===== src/rtl/i2c_pkg.sv =====
// -----------------------------------------------------------------------------
// i2c_pkg
// Shared definitions for the I2C command sequencer slice.
//   seq_state_t     : sequencer FSM state encoding
//   I2C_ADDR_WIDTH  : default I2C device address width
//   I2C_DATA_WIDTH  : default data byte width
// -----------------------------------------------------------------------------
package i2c_pkg;

  localparam int I2C_ADDR_WIDTH = 7;
  localparam int I2C_DATA_WIDTH = 8;

  typedef enum logic [1:0] {
    SEQ_IDLE    = 2'd0,
    SEQ_ISSUE   = 2'd1,
    SEQ_BUSY    = 2'd2,
    SEQ_CAPTURE = 2'd3
  } seq_state_t;

endpackage : i2c_pkg


===== src/rtl/i2c_sync_fifo.sv =====
// -----------------------------------------------------------------------------
// i2c_sync_fifo
// Single-clock FIFO with occupancy output. Reads come from stored entries
// only (no write-to-read bypass). Pushes while full and pops while empty are
// ignored; a simultaneous push and pop leaves the level unchanged.
// Ports:
//   clk, rst  : clock, asynchronous active-high reset
//   push_i    : write request, data_i written when not full
//   pop_i     : read request, head advances when not empty
//   data_o    : current head entry (valid while empty_o is low)
//   level_o   : number of stored entries, 0..DEPTH
//   full_o    : level_o == DEPTH
//   empty_o   : level_o == 0
// DEPTH must be a power of two and >= 2 so the pointers wrap naturally.
// -----------------------------------------------------------------------------
module i2c_sync_fifo #(
  parameter int WIDTH = 16,
  parameter int DEPTH = 4
) (
  input  logic                       clk,
  input  logic                       rst,
  input  logic                       push_i,
  input  logic [WIDTH-1:0]           data_i,
  input  logic                       pop_i,
  output logic [WIDTH-1:0]           data_o,
  output logic [$clog2(DEPTH+1)-1:0] level_o,
  output logic                       full_o,
  output logic                       empty_o
);

  localparam int AW = $clog2(DEPTH);
  localparam int LW = $clog2(DEPTH + 1);

  if ((DEPTH < 2) || ((DEPTH & (DEPTH - 1)) != 0)) begin : g_bad_depth
    $error("i2c_sync_fifo: DEPTH must be a power of two and >= 2");
  end

  logic [WIDTH-1:0] mem_q [DEPTH];
  logic [AW-1:0]    wr_ptr_q;
  logic [AW-1:0]    rd_ptr_q;
  logic [LW-1:0]    level_q;
  logic             do_push;
  logic             do_pop;

  assign full_o  = (level_q == LW'(DEPTH));
  assign empty_o = (level_q == '0);
  assign do_push = push_i && !full_o;
  assign do_pop  = pop_i && !empty_o;
  assign data_o  = mem_q[rd_ptr_q];
  assign level_o = level_q;

  // NOTE: the storage array is deliberately not reset; pointers and level
  // alone decide which entries are valid, so stale contents are never read.
  always_ff @(posedge clk) begin
    if (do_push) mem_q[wr_ptr_q] <= data_i;
  end

  always_ff @(posedge clk or posedge rst) begin
    if (rst) begin
      wr_ptr_q <= '0;
      rd_ptr_q <= '0;
      level_q  <= '0;
    end else begin
      if (do_push) wr_ptr_q <= wr_ptr_q + AW'(1);
      if (do_pop)  rd_ptr_q <= rd_ptr_q + AW'(1);
      case ({do_push, do_pop})
        2'b10:   level_q <= level_q + LW'(1);
        2'b01:   level_q <= level_q - LW'(1);
        default: level_q <= level_q;
      endcase
    end
  end

endmodule : i2c_sync_fifo


===== src/rtl/i2c_cmd_sequencer.sv =====
// -----------------------------------------------------------------------------
// i2c_cmd_sequencer
// Queues I2C commands {addr, rw, data} and issues them one at a time, in
// order, to a byte-level I2C master controller. Read results are returned on
// a valid/ready response port.
// Ports:
//   clk, rst                      : clock, asynchronous active-high reset
//   cmd_valid/cmd_ready           : command push handshake
//   cmd_addr/cmd_rw/cmd_data      : command fields (rw: 0=write, 1=read)
//   rsp_valid/rsp_ready/rsp_data  : read-response handshake
//   m_address/m_data_in/m_rw      : registered command to the master
//   m_enable                      : start strobe, held until master drops m_ready
//   m_ready/m_data_out            : master status and read data
//   fifo_level                    : queued command count
//   busy                          : transaction in flight or commands queued
//   err_timeout                   : sticky transaction-timeout flag
// Configuration: define I2C_SEQ_TIMEOUT_EN to bound each transaction to
// TIMEOUT_CYCLES clocks in ISSUE/BUSY; otherwise err_timeout is tied low and
// the FSM waits on the master indefinitely.
// -----------------------------------------------------------------------------
module i2c_cmd_sequencer
  import i2c_pkg::*;
#(
  parameter int ADDR_WIDTH     = I2C_ADDR_WIDTH,
  parameter int DATA_WIDTH     = I2C_DATA_WIDTH,
  parameter int FIFO_DEPTH     = 4,
  parameter int TIMEOUT_CYCLES = 4096
) (
  input  logic                            clk,
  input  logic                            rst,
  input  logic                            cmd_valid,
  output logic                            cmd_ready,
  input  logic [ADDR_WIDTH-1:0]           cmd_addr,
  input  logic                            cmd_rw,
  input  logic [DATA_WIDTH-1:0]           cmd_data,
  output logic                            rsp_valid,
  input  logic                            rsp_ready,
  output logic [DATA_WIDTH-1:0]           rsp_data,
  output logic [ADDR_WIDTH-1:0]           m_address,
  output logic [DATA_WIDTH-1:0]           m_data_in,
  output logic                            m_rw,
  output logic                            m_enable,
  input  logic                            m_ready,
  input  logic [DATA_WIDTH-1:0]           m_data_out,
  output logic [$clog2(FIFO_DEPTH+1)-1:0] fifo_level,
  output logic                            busy,
  output logic                            err_timeout
);

  localparam int CMD_W = ADDR_WIDTH + 1 + DATA_WIDTH;

  if (TIMEOUT_CYCLES < 2) begin : g_bad_timeout
    $error("i2c_cmd_sequencer: TIMEOUT_CYCLES must be >= 2");
  end

  seq_state_t            state_q;
  logic [ADDR_WIDTH-1:0] m_address_q;
  logic [DATA_WIDTH-1:0] m_data_in_q;
  logic                  m_rw_q;
  logic                  m_enable_q;
  logic                  rsp_valid_q;
  logic [DATA_WIDTH-1:0] rsp_data_q;

  logic [CMD_W-1:0]      fifo_head;
  logic                  fifo_full;
  logic                  fifo_empty;
  logic                  fifo_pop;
  logic                  rsp_slot_free;

  // Pop only when the master is idle so the popped command issues at once.
  assign fifo_pop      = (state_q == SEQ_IDLE) && !fifo_empty && m_ready;
  // The response register can take new data if empty or draining this cycle.
  assign rsp_slot_free = !rsp_valid_q || rsp_ready;

  i2c_sync_fifo #(
    .WIDTH (CMD_W),
    .DEPTH (FIFO_DEPTH)
  ) u_cmd_fifo (
    .clk     (clk),
    .rst     (rst),
    .push_i  (cmd_valid),
    .data_i  ({cmd_addr, cmd_rw, cmd_data}),
    .pop_i   (fifo_pop),
    .data_o  (fifo_head),
    .level_o (fifo_level),
    .full_o  (fifo_full),
    .empty_o (fifo_empty)
  );

`ifdef I2C_SEQ_TIMEOUT_EN
  localparam int TIMER_W = $clog2(TIMEOUT_CYCLES);
  localparam logic [TIMER_W-1:0] TIMER_LAST = TIMER_W'(TIMEOUT_CYCLES - 1);
  logic [TIMER_W-1:0] timer_q;
  logic               err_timeout_q;
`endif

  always_ff @(posedge clk or posedge rst) begin
    if (rst) begin
      state_q       <= SEQ_IDLE;
      m_address_q   <= '0;
      m_data_in_q   <= '0;
      m_rw_q        <= 1'b0;
      m_enable_q    <= 1'b0;
      rsp_valid_q   <= 1'b0;
      rsp_data_q    <= '0;
`ifdef I2C_SEQ_TIMEOUT_EN
      timer_q       <= '0;
      err_timeout_q <= 1'b0;
`endif
    end else begin
      // NOTE: non-blocking assignments resolve last-write-wins, so a capture
      // in the case below overrides this retire, and the timeout block
      // further down overrides any normal transition taken in the same cycle.
      if (rsp_valid_q && rsp_ready) rsp_valid_q <= 1'b0;

      case (state_q)
        SEQ_IDLE: begin
          if (fifo_pop) begin
            {m_address_q, m_rw_q, m_data_in_q} <= fifo_head;
            m_enable_q <= 1'b1;
            state_q    <= SEQ_ISSUE;
`ifdef I2C_SEQ_TIMEOUT_EN
            timer_q    <= '0;
`endif
          end
        end
        SEQ_ISSUE: begin
          // Master signals acceptance by dropping m_ready.
          if (!m_ready) begin
            m_enable_q <= 1'b0;
            state_q    <= SEQ_BUSY;
          end
        end
        SEQ_BUSY: begin
          if (m_ready) state_q <= m_rw_q ? SEQ_CAPTURE : SEQ_IDLE;
        end
        SEQ_CAPTURE: begin
          if (rsp_slot_free) begin
            rsp_data_q  <= m_data_out;
            rsp_valid_q <= 1'b1;
            state_q     <= SEQ_IDLE;
          end
        end
        default: state_q <= SEQ_IDLE;
      endcase

`ifdef I2C_SEQ_TIMEOUT_EN
      if ((state_q == SEQ_ISSUE) || (state_q == SEQ_BUSY)) begin
        if (timer_q == TIMER_LAST) begin
          m_enable_q    <= 1'b0;
          err_timeout_q <= 1'b1;
          state_q       <= SEQ_IDLE;
        end else begin
          timer_q <= timer_q + TIMER_W'(1);
        end
      end
`endif
    end
  end

  assign m_address = m_address_q;
  assign m_data_in = m_data_in_q;
  assign m_rw      = m_rw_q;
  assign m_enable  = m_enable_q;
  assign rsp_valid = rsp_valid_q;
  assign rsp_data  = rsp_data_q;
  assign cmd_ready = !fifo_full;
  assign busy      = (state_q != SEQ_IDLE) || !fifo_empty;

`ifdef I2C_SEQ_TIMEOUT_EN
  assign err_timeout = err_timeout_q;
`else
  assign err_timeout = 1'b0;
`endif

endmodule : i2c_cmd_sequencer


===== config.mk =====
export PLATFORM = sky130hd
export DESIGN_NAME = i2c_cmd_sequencer
export DESIGN_NICKNAME = d
export VERILOG_FILES = /design/src/rtl/i2c_pkg.sv /design/src/rtl/i2c_sync_fifo.sv /design/src/rtl/i2c_cmd_sequencer.sv
export SDC_FILE = /design/constraint.sdc
export NUM_CORES = 1
export LEC_CHECK = 0
export CAP_MARGIN = 20
export CORE_ASPECT_RATIO = 0.6
export CORE_MARGIN = 3
export CORE_UTILIZATION = 50
export DETAILED_ROUTE_END_ITERATION = 6
export PLACE_DENSITY = 0.75
export RECOVER_POWER = 25
export SYNTH_ARGS = -nofsm -noshare
export SYNTH_HDL_FRONTEND = slang
export SYNTH_SLANG_ARGS = --single-unit

===== constraint.sdc =====
create_clock -name clk -period 6.4 [get_ports clk]
set_input_delay 1.92 -clock clk [delete_from_list [all_inputs] [get_ports clk]]
set_output_delay 1.92 -clock clk [all_outputs]
set_load 0.01 [all_outputs]

==> impl_summary.md <==
Floorplanning
61 I/O pins were placed. The floorplan step set the die height to 74.3 µm. Row generation in the floorplan step produced 24 rows. The total area inside the core boundary comes to 0.00742 mm². Once the floorplan was initialized, standard cells occupied 52.5% of the core. The floorplan step defined a die boundary enclosing 0.00891 mm². The die extent in x is 120 µm.

Final layout
The net total in the final layout is 294. Relative to the synthesized area, the layout overhead comes to 23.8%. The share of layout cells above drive strength 1 is 18.9%.

The number of antenna repair diodes is 0.

Synth
Counting flops and latches in the post-synthesis netlist gives 99. The number of synthesized flops with an enable pin is 64. The cell area that synthesis handed to floorplanning was 0.00389 mm². The prevailing post-synth register cell is sky130_fd_sc_hd__edfxtp_1. In this run the biggest area consumer among cell types represents 49.4% of the synthesized area.

The share of synthesized registers carrying an async set or reset is 35.4%. The cell type with the highest aggregate area in the netlist is sky130_fd_sc_hd__edfxtp_1. The net count of the mapped netlist is 230. The number of standard cells after synthesis is 195. The most frequent cell after synthesis is sky130_fd_sc_hd__edfxtp_1. The distinct cell type count after synthesis is 32. Sorting the synthesized cells by area gives the leading types as sky130_fd_sc_hd__edfxtp_1 (49%), sky130_fd_sc_hd__dfrtp_1 (23%), sky130_fd_sc_hd__mux4_1 (5.4%). By count the netlist is led by sky130_fd_sc_hd__edfxtp_1 (64), sky130_fd_sc_hd__dfrtp_1 (35), sky130_fd_sc_hd__mux2_2 (18). For this run, the register share of the synthesized area comes to 71.9%. The total number of yosys warnings is 0. The average instance in the mapped netlist occupies 20.0 µm².

Flow run
The tool flagged a number of max-cap violations equal to 0.

STA
The share of the cycle needed by the critical path after routing is 60.5%. For the final database, setup skew stands at 0.00464 ns. The final count of negative-setup-slack endpoints is 0.

The time the worst path needs with I/O delays and setup is 3.87 ns. In this run the tightest slew margin relative to its limit is 33.4%. The number of pins with negative max-slew slack in the final report is 0. In the post-route analysis, the smallest setup slack over all paths is 2.53 ns. Static timing analysis puts the maximum clock frequency at 258 MHz. The number of endpoints with negative hold slack in the final report came to 0. Setup repair after global routing left no endpoint under its margin. At the pin with the least slew margin, the transition time is 0.999 ns.

The total negative slack for setup checks is 0 ns.

Clock tree
The number of gates resized after cts is 0. In this run the clock root is driven by a sky130_fd_sc_hd__clkbuf_16. The clock tree from TritonCTS is yes. The maximum clock path buffer count is 2. The number of hold buffers added after cts is 0. The H-tree depth is 3. At the later pin of the worst-skew pair, clock insertion delay measures 0.34 ns. After clock tree synthesis, the clock-pin slew on the worst setup and hold paths is 0.06 ns. The number of clock sinks is 99. The CTS buffer count is 9. The post-CTS setup buffer count is 0.

Worst setup path
The signal on the critical path passes through clkdlybuf4s50_1 -> nand3b_2 -> inv_2 -> ha_1 -> inv_1 -> fa_1 -> xor2_1 -> nor2_1 -> xor2_1. On the worst path, the slowest cell contributes a delay of 0.54 ns. The critical-path maximum fanout is 18.

The family of cells with the greatest summed delay on the critical path is buffers and inverters. The endpoint required time on the critical path is 6.67 ns. The slowest cell on the critical path is sky130_fd_sc_hd__clkdlybuf4s50_1.

The critical path is of the in -> reg type. The capturing element type of the critical path is a flop. The most numerous cell type found on the critical path is sky130_fd_sc_hd__xor2_1.

The worst setup path is launched from an input pin. At the worst endpoint, the arrival time is 4.14 ns. The count of buffering cells on the critical path with inverters included is 3.

GRT
The overall track demand over capacity in global routing is 16.1%. The number of global-route vias before repair came to 1998. After global routing the overflow that remains totals 0. The pin count of the biggest net entering global routing is 36.

The first-pass GRT wire length is 10.6 mm. The initial antenna violation count is 0.

Power
The clock network fraction of design power is 21.2%. Combinational cells account for 32.6% of the total power. VDD sags by at most 0.320 mV. Of the total power, the share spent switching nets is 28.6%. In this run the power density over the cells is 465 mW/mm². The fraction of power consumed by sequential logic is 46.2%. For this design the static power due to leakage is 1.80 nW.

The net switching power figure is 0.642 mW. The design internal power is 1.60 mW.

Placed design
At the end of routability-driven placement, the weighted congestion stood at 0.720. Timing analysis after detailed placement gives a worst setup slack of 2.17 ns. The number of buffer cells added on primary ports is 59. The estimated wirelength of the detail-placed design is 4.21 mm.

Route
The number of routed nets with antenna violations is 0. The detailed router finished its first iteration with 67 violations. The vias per cell is 5.21. The via count is 1916.

The average wire per standard cell is 17.7 µm. The routed wire length is 6.51 mm. For this run, design rule violations remaining after detail routing come to 0. The first detailed-routing pass took 4 iterations.

Outcome
The run finished with clean final reports.

Hold path
The class of the tightest hold or removal check is reg -> reg.
-- per-layer routing --
metal / routed length [µm] / up-vias / GRT usage [%]
met2: 2990 / 59 / 24.8
met1: 2970 / 967 / 21.0
li1: - / 878 / -
met3: 466 / 12 / 6.91
met5: 0 / - / 0
met4: 79 / 0 / 5.96
-- path summary, 6_finish.rpt --
path                                              startpoint                           endpoint  slack (ns)  depth (start not counted)
max                                                  m_ready  u_cmd_fifo.level_o[2]$_DFFE_PP0P_        2.53                          9
min                                  rsp_data[1]$_DFFE_PP0P_            rsp_data[1]$_DFFE_PP0P_        0.50                          1
max reg2reg                u_cmd_fifo.level_o[2]$_DFFE_PP0P_  u_cmd_fifo.level_o[2]$_DFFE_PP0P_        4.01                          9
min reg2reg                          rsp_data[1]$_DFFE_PP0P_            rsp_data[1]$_DFFE_PP0P_        0.50                          1
max in group asynchronous                                rst           m_address[2]$_DFFE_PP0P_        4.09                          3
min in group asynchronous                                rst            rsp_data[3]$_DFFE_PP0P_        1.98                          3
-- power by group through the flow --
stage / clock network, mW / logic (mW) / registers (mW)
after floorplan: 0 / 0.465 / 1.02
after global placement: 0 / 0.725 / 1.05
after detailed placement: 0 / 0.742 / 1.05
after CTS: 0.487 / 0.746 / 1.04
after global routing: 0.511 / 0.791 / 1.06
final: 0.476 / 0.730 / 1.03
-- cell type report --
type | count | area, µm²
flip-flops and latches | 99 | 2800
repair buffers | 60 | 598
clock inverters | 5 | 30.0
fillers | 536 | 2600
well taps | 104 | 130
multi-input cells | 80 | 996
inverters | 9 | 33.8
clock buffers | 11 | 233
-- placed cells by master (no fill, tap or decap), drive strengths merged, types with 3 or more instances in the layout --
cell type and instances:
and3 4, clkbuf 11, clkdlybuf4s50 44, clkinv 3, dfrtp 35, dlygate4sd3 15
edfxtp 64, ha 5, inv 9, mux2 26, mux4 16, nand2 7
xnor2 4
-- stage by stage --
step	cell area, µm²	util [%]	cells	power, mW	hold slack (ns)
after CTS	4820	65.0	368	2.27	0.509
after floorplan	3890	-	195	1.48	0.506
after global routing	4820	65.0	368	2.37	0.526
after global placement	4560	61.4	352	1.77	0.479
after detailed placement	4560	61.4	352	1.79	0.495
final	4820	65.0	368	2.24	0.505
-- sequential cells by signal (all words and copies together) (netlist names) --
name	count
u_cmd_fifo.wr_ptr_q	2
m_enable	1
m_rw	1
u_cmd_fifo.mem_q	64
m_address	7
rsp_data	8
rsp_valid	1
m_data_in	8
u_cmd_fifo.rd_ptr_q	2
u_cmd_fifo.level_o	3
state_q	2
-- cell families after synthesis --
family                   count (synthesis)  synth area share (%)
XOR/XNOR                                 6                  1.35
other                                    1                0.0964
multiplexers                            43                  18.6
AND/OR/NAND/NOR                         21                  2.89
buffers and inverters                   16                  2.51
adder cells (fa/ha/maj)                  6                  2.12
AO/OA/AOI/OAI                            3                 0.547
flip-flops                              99                  71.9
Power figures use the tool's default switching activity.
